===== config.mk =====
export PLATFORM = sky130hd
export DESIGN_NAME = tetris_grid_commit_ctrl
export DESIGN_NICKNAME = d
export VERILOG_FILES = /design/src/rtl/tetris_grid_commit_ctrl.sv
export SDC_FILE = /design/constraint.sdc
export NUM_CORES = 1
export LEC_CHECK = 0
export ABC_CLOCK_PERIOD_IN_PS = 3000
export BUFFER_PORTS_ARGS = -buffer_cell sky130_fd_sc_hd__buf_2
export CAP_MARGIN = 25
export CELL_PAD_IN_SITES_DETAIL_PLACEMENT = 1
export CELL_PAD_IN_SITES_GLOBAL_PLACEMENT = 1
export CORE_AREA = 2 2 321 323
export DETAILED_ROUTE_END_ITERATION = 8
export DIE_AREA = 0 0 323 325
export HOLD_SLACK_MARGIN = 0.06
export PLACE_DENSITY_LB_ADDON = 0.1
export SLEW_MARGIN = 20
export SYNTH_ARGS = -nofsm -noshare
export SYNTH_HDL_FRONTEND = slang
export SYNTH_SLANG_ARGS = --single-unit
export TNS_END_PERCENT = 20

===== constraint.sdc =====
create_clock -name clk -period 3 [get_ports clk]
set_input_delay 0.15 -clock clk [delete_from_list [all_inputs] [get_ports clk]]
set_output_delay 0.15 -clock clk [all_outputs]
set_load 0.005 [all_outputs]

===== src/rtl/tetris_grid_commit_ctrl.sv =====
// rtl/tetris_grid_commit_ctrl.sv - playfield grid shadow arbitration, windowed commit and gravity tick
module tetris_grid_commit_ctrl #(
  parameter int GRID_BITS = 200,
  parameter int V_TOTAL   = 525,
  parameter int WIN_START = 428
) (
  input  logic                 clk,
  input  logic                 rst,
  input  logic                 line_tick,
  input  logic                 frame_sync,
  input  logic                 req_a,
  input  logic [GRID_BITS-1:0] data_a,
  output logic                 ack_a,
  input  logic                 req_b,
  input  logic [GRID_BITS-1:0] data_b,
  output logic                 ack_b,
  input  logic [5:0]           drop_div,
  output logic [GRID_BITS-1:0] grid_a,
  output logic [GRID_BITS-1:0] grid_b,
  output logic                 committed,
  output logic                 drop_tick
);

  localparam int LW = $clog2(V_TOTAL);

  typedef enum logic [1:0] {WAIT_WIN, COMMIT, HOLD} state_t;

  state_t               state_q, state_d;
  logic [LW-1:0]        line_q, line_d;
  logic [GRID_BITS-1:0] sh_a_q, sh_a_d, sh_b_q, sh_b_d;
  logic                 val_a_q, val_a_d, val_b_q, val_b_d;
  logic [GRID_BITS-1:0] grid_a_q, grid_a_d, grid_b_q, grid_b_d;
  logic                 gnt_a_q, gnt_a_d, gnt_b_q, gnt_b_d;
  logic                 rr_q, rr_d;
  logic                 committed_q, committed_d;
  logic [5:0]           frame_q, frame_d;
  logic                 drop_q, drop_d;

  logic                 line_wrap, to_zero, in_win, elig_a, elig_b;
  logic [6:0]           frame_inc;
  logic [5:0]           div_eff;

  always_comb begin
    state_d     = state_q;
    line_d      = line_q;
    sh_a_d      = sh_a_q;
    sh_b_d      = sh_b_q;
    val_a_d     = val_a_q;
    val_b_d     = val_b_q;
    grid_a_d    = grid_a_q;
    grid_b_d    = grid_b_q;
    gnt_a_d     = 1'b0;
    gnt_b_d     = 1'b0;
    rr_d        = rr_q;
    committed_d = 1'b0;
    frame_d     = frame_q;
    drop_d      = 1'b0;

    line_wrap = line_tick && (line_q == LW'(V_TOTAL - 1));
    to_zero   = frame_sync || line_wrap;
    in_win    = (line_q >= LW'(WIN_START));

    if (frame_sync) begin
      line_d = '0;
    end else if (line_tick) begin
      line_d = line_wrap ? '0 : line_q + 1'b1;
    end

    // A pending grant also blocks eligibility: the shadow only turns valid at the end of the ack cycle.
    elig_a = req_a && !val_a_q && !gnt_a_q && (state_q != COMMIT);
    elig_b = req_b && !val_b_q && !gnt_b_q && (state_q != COMMIT);

    if (elig_a && elig_b) begin
      gnt_a_d = !rr_q;
      gnt_b_d = rr_q;
      rr_d    = !rr_q;
    end else if (elig_a) begin
      gnt_a_d = 1'b1;
    end else if (elig_b) begin
      gnt_b_d = 1'b1;
    end

    case (state_q)
      WAIT_WIN: begin
        if (in_win && (val_a_q || val_b_q)) state_d = COMMIT;
      end
      COMMIT: begin
        if (val_a_q) begin
          grid_a_d = sh_a_q;
          val_a_d  = 1'b0;
        end
        if (val_b_q) begin
          grid_b_d = sh_b_q;
          val_b_d  = 1'b0;
        end
        committed_d = 1'b1;
        state_d     = to_zero ? WAIT_WIN : HOLD;
      end
      HOLD: begin
        if (to_zero) state_d = WAIT_WIN;
      end
      default: state_d = WAIT_WIN;
    endcase

    if (gnt_a_q) begin
      sh_a_d  = data_a;
      val_a_d = 1'b1;
    end
    if (gnt_b_q) begin
      sh_b_d  = data_b;
      val_b_d = 1'b1;
    end

    div_eff   = (drop_div == 6'd0) ? 6'd1 : drop_div;
    frame_inc = {1'b0, frame_q} + 7'd1;
    if (frame_sync) begin
      if (frame_inc >= {1'b0, div_eff}) begin
        frame_d = '0;
        drop_d  = 1'b1;
      end else begin
        frame_d = frame_inc[5:0];
      end
    end
  end

  always_ff @(posedge clk) begin
    if (rst) begin
      state_q     <= WAIT_WIN;
      line_q      <= '0;
      sh_a_q      <= '0;
      sh_b_q      <= '0;
      val_a_q     <= 1'b0;
      val_b_q     <= 1'b0;
      grid_a_q    <= '0;
      grid_b_q    <= '0;
      gnt_a_q     <= 1'b0;
      gnt_b_q     <= 1'b0;
      rr_q        <= 1'b0;
      committed_q <= 1'b0;
      frame_q     <= '0;
      drop_q      <= 1'b0;
    end else begin
      state_q     <= state_d;
      line_q      <= line_d;
      sh_a_q      <= sh_a_d;
      sh_b_q      <= sh_b_d;
      val_a_q     <= val_a_d;
      val_b_q     <= val_b_d;
      grid_a_q    <= grid_a_d;
      grid_b_q    <= grid_b_d;
      gnt_a_q     <= gnt_a_d;
      gnt_b_q     <= gnt_b_d;
      rr_q        <= rr_d;
      committed_q <= committed_d;
      frame_q     <= frame_d;
      drop_q      <= drop_d;
    end
  end

  assign ack_a     = gnt_a_q;
  assign ack_b     = gnt_b_q;
  assign grid_a    = grid_a_q;
  assign grid_b    = grid_b_q;
  assign committed = committed_q;
  assign drop_tick = drop_q;

endmodule


==> results_dict.tcl, run 1 <==
set metrics [dict create \
    finalCritPeriodShare_pct 81.9 \
    slew_headroom_pct 41.3 \
    num_io_pins 816 \
    syn_area_sq_um 29200 \
    initial_utilization_pct 28.8 \
    globalRouteTotalUtil_pct 19.1 \
    ys_warn_count 0 \
    setup_viol 0 \
    synth_flop_cell "dfxtp_1" \
    p_per_area_nw_per_um2 601 \
    cts_resized 0 \
    n_fill_cell 11962 \
    slowest_stage "a2111oi_4" \
    syn_avg_cell_area_sq_um 9.22 \
    cts.clk_slew.worst_paths_ns 0.06 \
    die_x_microns 323 \
    synth.distinct_cells 37 \
    wl_per_cell_microns 17.8 \
    grt_start_max_net_pins 143 \
    die_area_sq_um 105000 \
    switchingPower_w 0.00582 \
    clockBufferDepth 3 \
    drc 0 \
    cap_violations 0 \
    cts_buffers 100 \
    synthCells 3166 \
    p_comb_share_pct 7.1 \
    tightest_slew_ns 0.880 \
    peakVddDrop_v 0.000434 \
    cp_max_fo 7 \
    num_vias 25483 \
    dr.pass1.iters 4 \
    critPathKind "reg2reg" \
    crit_top_cell "ha_1" \
    cts_setup_buffers 0 \
    seqPwrFrac_pct 45.3 \
    ys_seq_area_share_pct 56.6 \
    first_iter_violations 1106 \
    crit_path_end_kind "flip-flop" \
    slew_violations 0 \
    cpLargestDelayFamily "compound AO/OA/AOI/OAI gates" \
    viasPerCell 4.39 \
    fin_crit_ns 2.46 \
    async_flop_share_pct 0 \
    cts_tree "built" \
    skew_ns 0.0174 \
    p_int_w 0.0194 \
    rsz0062_at_grt "no" \
    min_path_type "in2reg" \
    swShare_pct 23.1 \
    port-buffer-count 815 \
    coreArea_sq_um 101000 \
    p_total_w 0.0252 \
    drive_gt1_share_pct 23.3 \
    p_leak_nw 17.3 \
    tns_ns 0 \
    antenna_left 0 \
    rows 117 \
    hold_viol 0 \
    num-nets-final 4760 \
    outcome "complete, no violations" \
    crit_buf_inv 0 \
    cts_sinks 825 \
    final_common_cell "dfxtp_1" \
    layout_common_cells "dfxtp_1, buf_2, nand2_1, dlygate4sd3_1, nor2_1" \
    synth_nets 3587 \
    start_kind "flip-flop" \
    grt_pass1_vias 26589 \
    synth-seq-cells 825 \
    root_buffer "clkbuf_16" \
    cp_cell_sequence "ha_1, nand3_2, xnor2_1, ha_1, a21o_1, a2111oi_4, a31oi_1, mux2i_1" \
    fp.dieH_microns 325 \
    syn2layout_area_growth_pct 43.9 \
    routed_wl_microns 103000 \
    holdBufCountCts 433 \
    critPathMaxStageDelay_ns 0.55 \
    place.gp.congestion 0.758 \
    critical_path_required_ns 3.59 \
    grt_pass1_wl_microns 158000 \
    grt_antenna_before_repair 19 \
    gr-total-overflow 0 \
    fmax_mhz 407 \
    dp_hpwl_microns 70100 \
    critPathArrivalTime_ns 3.04 \
    synth_edf_count 0 \
    holdWs_ns 0.136 \
    htreeDepth 3 \
    p_clk_share_pct 47.6 \
    clock_latency_ns 0.66 \
    fin_util_pct 41.5 \
]
==> worst paths after layout <==
path,from,end,slack [ns],cells past startpoint
max reg2reg,frame_q[0],frame_q[2],0.54,8
max,frame_q[0],frame_q[2],0.54,8
min reg2reg,sh_b_q[178],grid_b[178],0.44,2
min,drop_div[5],drop_tick,0.14,5
==> area by class of cell <==
class                   count  area, sq um  area share (%)
repair buffers           1295         9140            21.8
diodes                     14         35.0          0.0834
clock buffers             156         3030            7.21
multi-input cells        2109        11300            26.8
inverters                   8         30.0          0.0715
flip-flops and latches    825        16500            39.3
well taps                1368         1710            4.08
clock inverters            28          259           0.617
==> synthesized netlist by cell type (2+ instances only) <==
master      n  area [sq um]
and3_1      2          12.5
dfxtp_1   825         16500
a31oi_1     3          18.8
xor2_1     10          87.6
and2_2      2          15.0
buf_1       5          18.8
nand3_1     6          30.0
xnor2_1     3          26.3
nand2b_1    3          18.8
nand4_1     4          25.0
inv_1       8          30.0
buf_2      67           335
nor3_1      6          30.0
clkbuf_1   74           278
o21ai_0     4          20.0
a21oi_1   405          2030
a32o_1      4          40.0
mux2i_1   401          4010
nor2_1    417          1570
a21o_1      3          22.5
buf_6      44           495
nand2_1   814          3060
ha_1        9           113
buf_4      34           255
==> routing by layer <==
layer  up-vias  global-route usage (%)  wire (microns)
met1     11953                    21.8           41700
met3       194                    5.85            6900
met2       616                    32.7           50000
met5         -                       0              57
li1      12710                       -               -
met4        10                    8.71            4680
==> cells by family after synthesis <==
family	share of synthesized area, %
flops	56.6
mux	13.8
simple gates	16.5
fa+ha+maj	0.386
xor+xnor	0.390
buf+inv	4.84
compound gates	7.49
==> stage by stage <==
step,instance area [sq um],setup WS [ns],instances
2_1_floorplan,29200,0.844,3166
3_3_place_gp,34300,0.547,5172
3_5_place_dp,34300,0.545,5172
4_1_cts,42000,0.523,5789
5_1_grt,42000,0.346,5802
6_report,42000,0.542,5803
==> flip-flops by register name, indices dropped and copies added (netlist names) <==
signal and count:
ack_a 1, ack_b 1, committed 1, drop_tick 1, frame_q 6, grid_a 200
grid_b 200, line_q 10, rr_q 1, sh_a_q 200, sh_b_q 200, state_q 2
val_a_q 1, val_b_q 1
==> worst min-delay path, delay by kind of cell <==
family	cells	cell delay [ns]
fa+ha+maj	1	0.22
compound gates	2	0.20
buf+inv	2	0.18
==> power by group through the flow <==
stage	sequential, W	combinational, W	clock (W)
finish	0.0114	0.00179	0.0120
global route	0.0115	0.00197	0.0129
CTS	0.0114	0.00181	0.0124
detailed placement	0.0117	0.00131	0
global placement	0.0117	0.00129	0
floorplan	0.0116	0.000851	0
(Power assumes the default switching activity.)
==> run 2: changes to the inputs <==
--- a/config.mk
+++ b/config.mk
@@ -5,7 +5,8 @@
 export SDC_FILE = /design/constraint.sdc
 export NUM_CORES = 1
 export LEC_CHECK = 0
-export ABC_CLOCK_PERIOD_IN_PS = 3000
+export ABC_AREA = 1
+export ABC_CLOCK_PERIOD_IN_PS = 2270
 export BUFFER_PORTS_ARGS = -buffer_cell sky130_fd_sc_hd__buf_2
 export CAP_MARGIN = 25
 export CELL_PAD_IN_SITES_DETAIL_PLACEMENT = 1
==> constraint.sdc (replaced) <==
create_clock -name clk -period 2.27 [get_ports clk]
set_input_delay 0.1135 -clock clk [delete_from_list [all_inputs] [get_ports clk]]
set_output_delay 0.1135 -clock clk [all_outputs]
set_load 0.005 [all_outputs]
==> results_dict.tcl, run 2 <==
set metrics [dict create \
    grt_start_max_net_pins 202 \
    grt_pass1_wl_microns 184000 \
    synth_most_common_cell "nor2_1" \
    skew_ns 0.0197 \
    gr-total-overflow 0 \
    synth.distinct_cells 24 \
    syn_avg_cell_area_sq_um 7.89 \
    min_to "frame_q[5]" \
    async_flop_share_pct 0 \
    root_buffer "clkbuf_16" \
    cts_sinks 825 \
    p_per_area_nw_per_um2 798 \
    num_io_pins 816 \
    critPathKind "reg2reg" \
    tightest_slew_ns 1.01 \
    synth_edf_count 0 \
    globalRouteTotalUtil_pct 22.4 \
    num_vias 29626 \
    cts_buffers 97 \
    synth.area.top_cells "dfxtp_1, nor2_1, nand3_1" \
    first_iter_violations 1391 \
    ys_seq_area_share_pct 56.2 \
    synth_nets 4146 \
    ys_warn_count 0 \
    reg2reg_from "ack_a" \
    p_leak_nw 18.3 \
    routed_wl_microns 123000 \
    die_x_microns 323 \
    dp_hpwl_microns 74900 \
    critPathMaxStageDelay_ns 0.59 \
    cts_tree "built" \
    seqPwrFrac_pct 45.3 \
    grt_antenna_before_repair 28 \
    layout_common_cells "nor2_1, dfxtp_1, buf_2, dlygate4sd3_1, nand2_1" \
    cpLargestDelayFamily "buffers and inverters" \
    yosys.area.top_type "dfxtp_1" \
    viasPerCell 4.70 \
    die_area_sq_um 105000 \
    synthTopCellsByCount "nor2_1, dfxtp_1, nand2_1" \
    switchingPower_w 0.00827 \
    port-buffer-count 815 \
    clockBufferDepth 3 \
    crit_path_end_kind "flip-flop" \
    synthCells 3725 \
    tns_ns 0 \
    drive_gt1_share_pct 21.0 \
    slew_headroom_pct 32.9 \
    clock_latency_ns 0.68 \
    min_path_type "in2reg" \
    synth-seq-cells 825 \
    r2r_end "sh_a_q[173]" \
    crit_buf_inv 2 \
    outcome "complete, no violations" \
    drc 0 \
    setup_viol 0 \
    p_comb_share_pct 7.9 \
    synth_flop_cell "dfxtp_1" \
    cap_violations 0 \
    finalCritPeriodShare_pct 95.7 \
    wl_per_cell_microns 19.5 \
    antenna_left 0 \
    p_int_w 0.0256 \
    critPathArrivalTime_ns 2.78 \
    cts.clk_slew.worst_paths_ns 0.06 \
    hp-start "drop_div[5]" \
    initial_utilization_pct 29.0 \
    fmax_mhz 460 \
    rsz0062_at_grt "no" \
    fin_crit_ns 2.17 \
    dr.pass1.iters 5 \
    reg2regPathDepth 4 \
    htreeDepth 3 \
    place.gp.congestion 0.781 \
    hold_depth 9 \
    yosysTopAreaCellShare_pct 56.2 \
    p_clk_share_pct 46.7 \
    grt_pass1_vias 30183 \
    critical_path_required_ns 2.88 \
    start_kind "flip-flop" \
    final_common_cell "nor2_1" \
    coreArea_sq_um 101000 \
    slew_violations 0 \
    fp.dieH_microns 325 \
    peakVddDrop_v 0.000499 \
    swShare_pct 24.4 \
    rrSetupSlack_ns 0.1 \
    syn2layout_area_growth_pct 44.3 \
    hold_viol 0 \
    slowest_stage "buf_12" \
    cp_max_fo 201 \
    syn_area_sq_um 29400 \
    num-nets-final 5261 \
    cp_cell_sequence "buf_12, o21ai_0, nor2_1, dlygate4sd3_1" \
    holdWs_ns 0.156 \
    rows 117 \
]
run 2: changes by cell type after synthesis, moves of 5 or more:
cell	change
inv_1	+28
buf_4	-5
nand3_1	+409
buf_6	-44
mux2i_1	-401
nor2_1	+411
nand2_1	-359
clkbuf_1	+48
a21oi_1	+7
buf_2	+89
xor2_1	-8
o21ai_0	+402
run 2: cell families after synthesis:
kind of cell,share of synthesized area (%)
AO/OA/AOI/OAI,14.0
XOR/XNOR,0.119
adder cells (fa/ha/maj),0.383
buffers and inverters,5.49
flip-flops,56.2
AND/OR/NAND/NOR,23.8
run 2: final cells by class:
| class | instances | area, sq um |
|---|---|---|
| fillers | 12449 | 58900 |
| flip-flops and latches | 825 | 16500 |
| multi-input cells | 2551 | 11300 |
| repair buffers | 1328 | 9470 |
| clock buffers | 151 | 2930 |
| well taps | 1368 | 1710 |
| clock inverters | 26 | 285 |
| inverters | 37 | 156 |
| diodes | 20 | 50.0 |
run 2: power groups by stage:
| stage | clock [W] | combinational [W] | sequential [W] |
|---|---|---|---|
| after floorplan | 0 | 0.00115 | 0.0156 |
| after global placement | 0 | 0.00196 | 0.0156 |
| after detailed placement | 0 | 0.00198 | 0.0157 |
| after CTS | 0.0163 | 0.00272 | 0.0153 |
| after global routing | 0.0169 | 0.00298 | 0.0154 |
| final | 0.0158 | 0.00269 | 0.0153 |
run 2: how the worst max path moves through the flow:
stage	startpoint	endpoint	slack (ns)	depth (start not counted)
floorplan	frame_q[0]	drop_tick	0.52	9
global placement	frame_q[2]	frame_q[0]	0.41	12
detailed placement	frame_q[0]	frame_q[5]	0.41	9
CTS	ack_a	ack_a	0.04	2
global route	ack_a	sh_a_q[173]	0.02	4
finish	ack_a	sh_a_q[173]	0.1	4
run 2: stage by stage:
stage | cell area (sq um) | total power [W] | worst slack, ns | std cells | utilization, %
after detailed placement | 34500 | 0.0176 | 0.410 | 5646 | 34.1
final | 42400 | 0.0338 | 0.0983 | 6306 | 41.9
after global placement | 34500 | 0.0176 | 0.412 | 5646 | 34.1
after CTS | 42300 | 0.0344 | 0.0447 | 6281 | 41.8
after global routing | 42400 | 0.0353 | 0.0201 | 6304 | 41.9
after floorplan | 29400 | 0.0167 | 0.522 | 3725 | -
run 2: worst reg2reg max path, cell delays in order, from the launching register on:
cell and delay, ns:
dfxtp_4 0.38, buf_12 0.59, o21ai_0 0.40, nor2_1 0.16, dlygate4sd3_1 0.57
run 2: repair_timing:
| action | 4_1_cts | 5_1_grt |
|---|---|---|
| resized for setup | 0 | 4 |
| endpoints found under the hold margin | 443 | 0 |
| endpoints found under the setup margin | 0 | 2 |
| buffers inserted | 0 | 3 |
| hold buffers | 458 | 0 |
run 2: metal layers:
metal	wire (microns)	vias to the layer above	track usage (%)
met1	51200	14195	26.5
met2	59200	645	37.8
li1	-	14532	-
met4	5540	16	10.5
met3	6730	238	5.28
met5	115	-	0
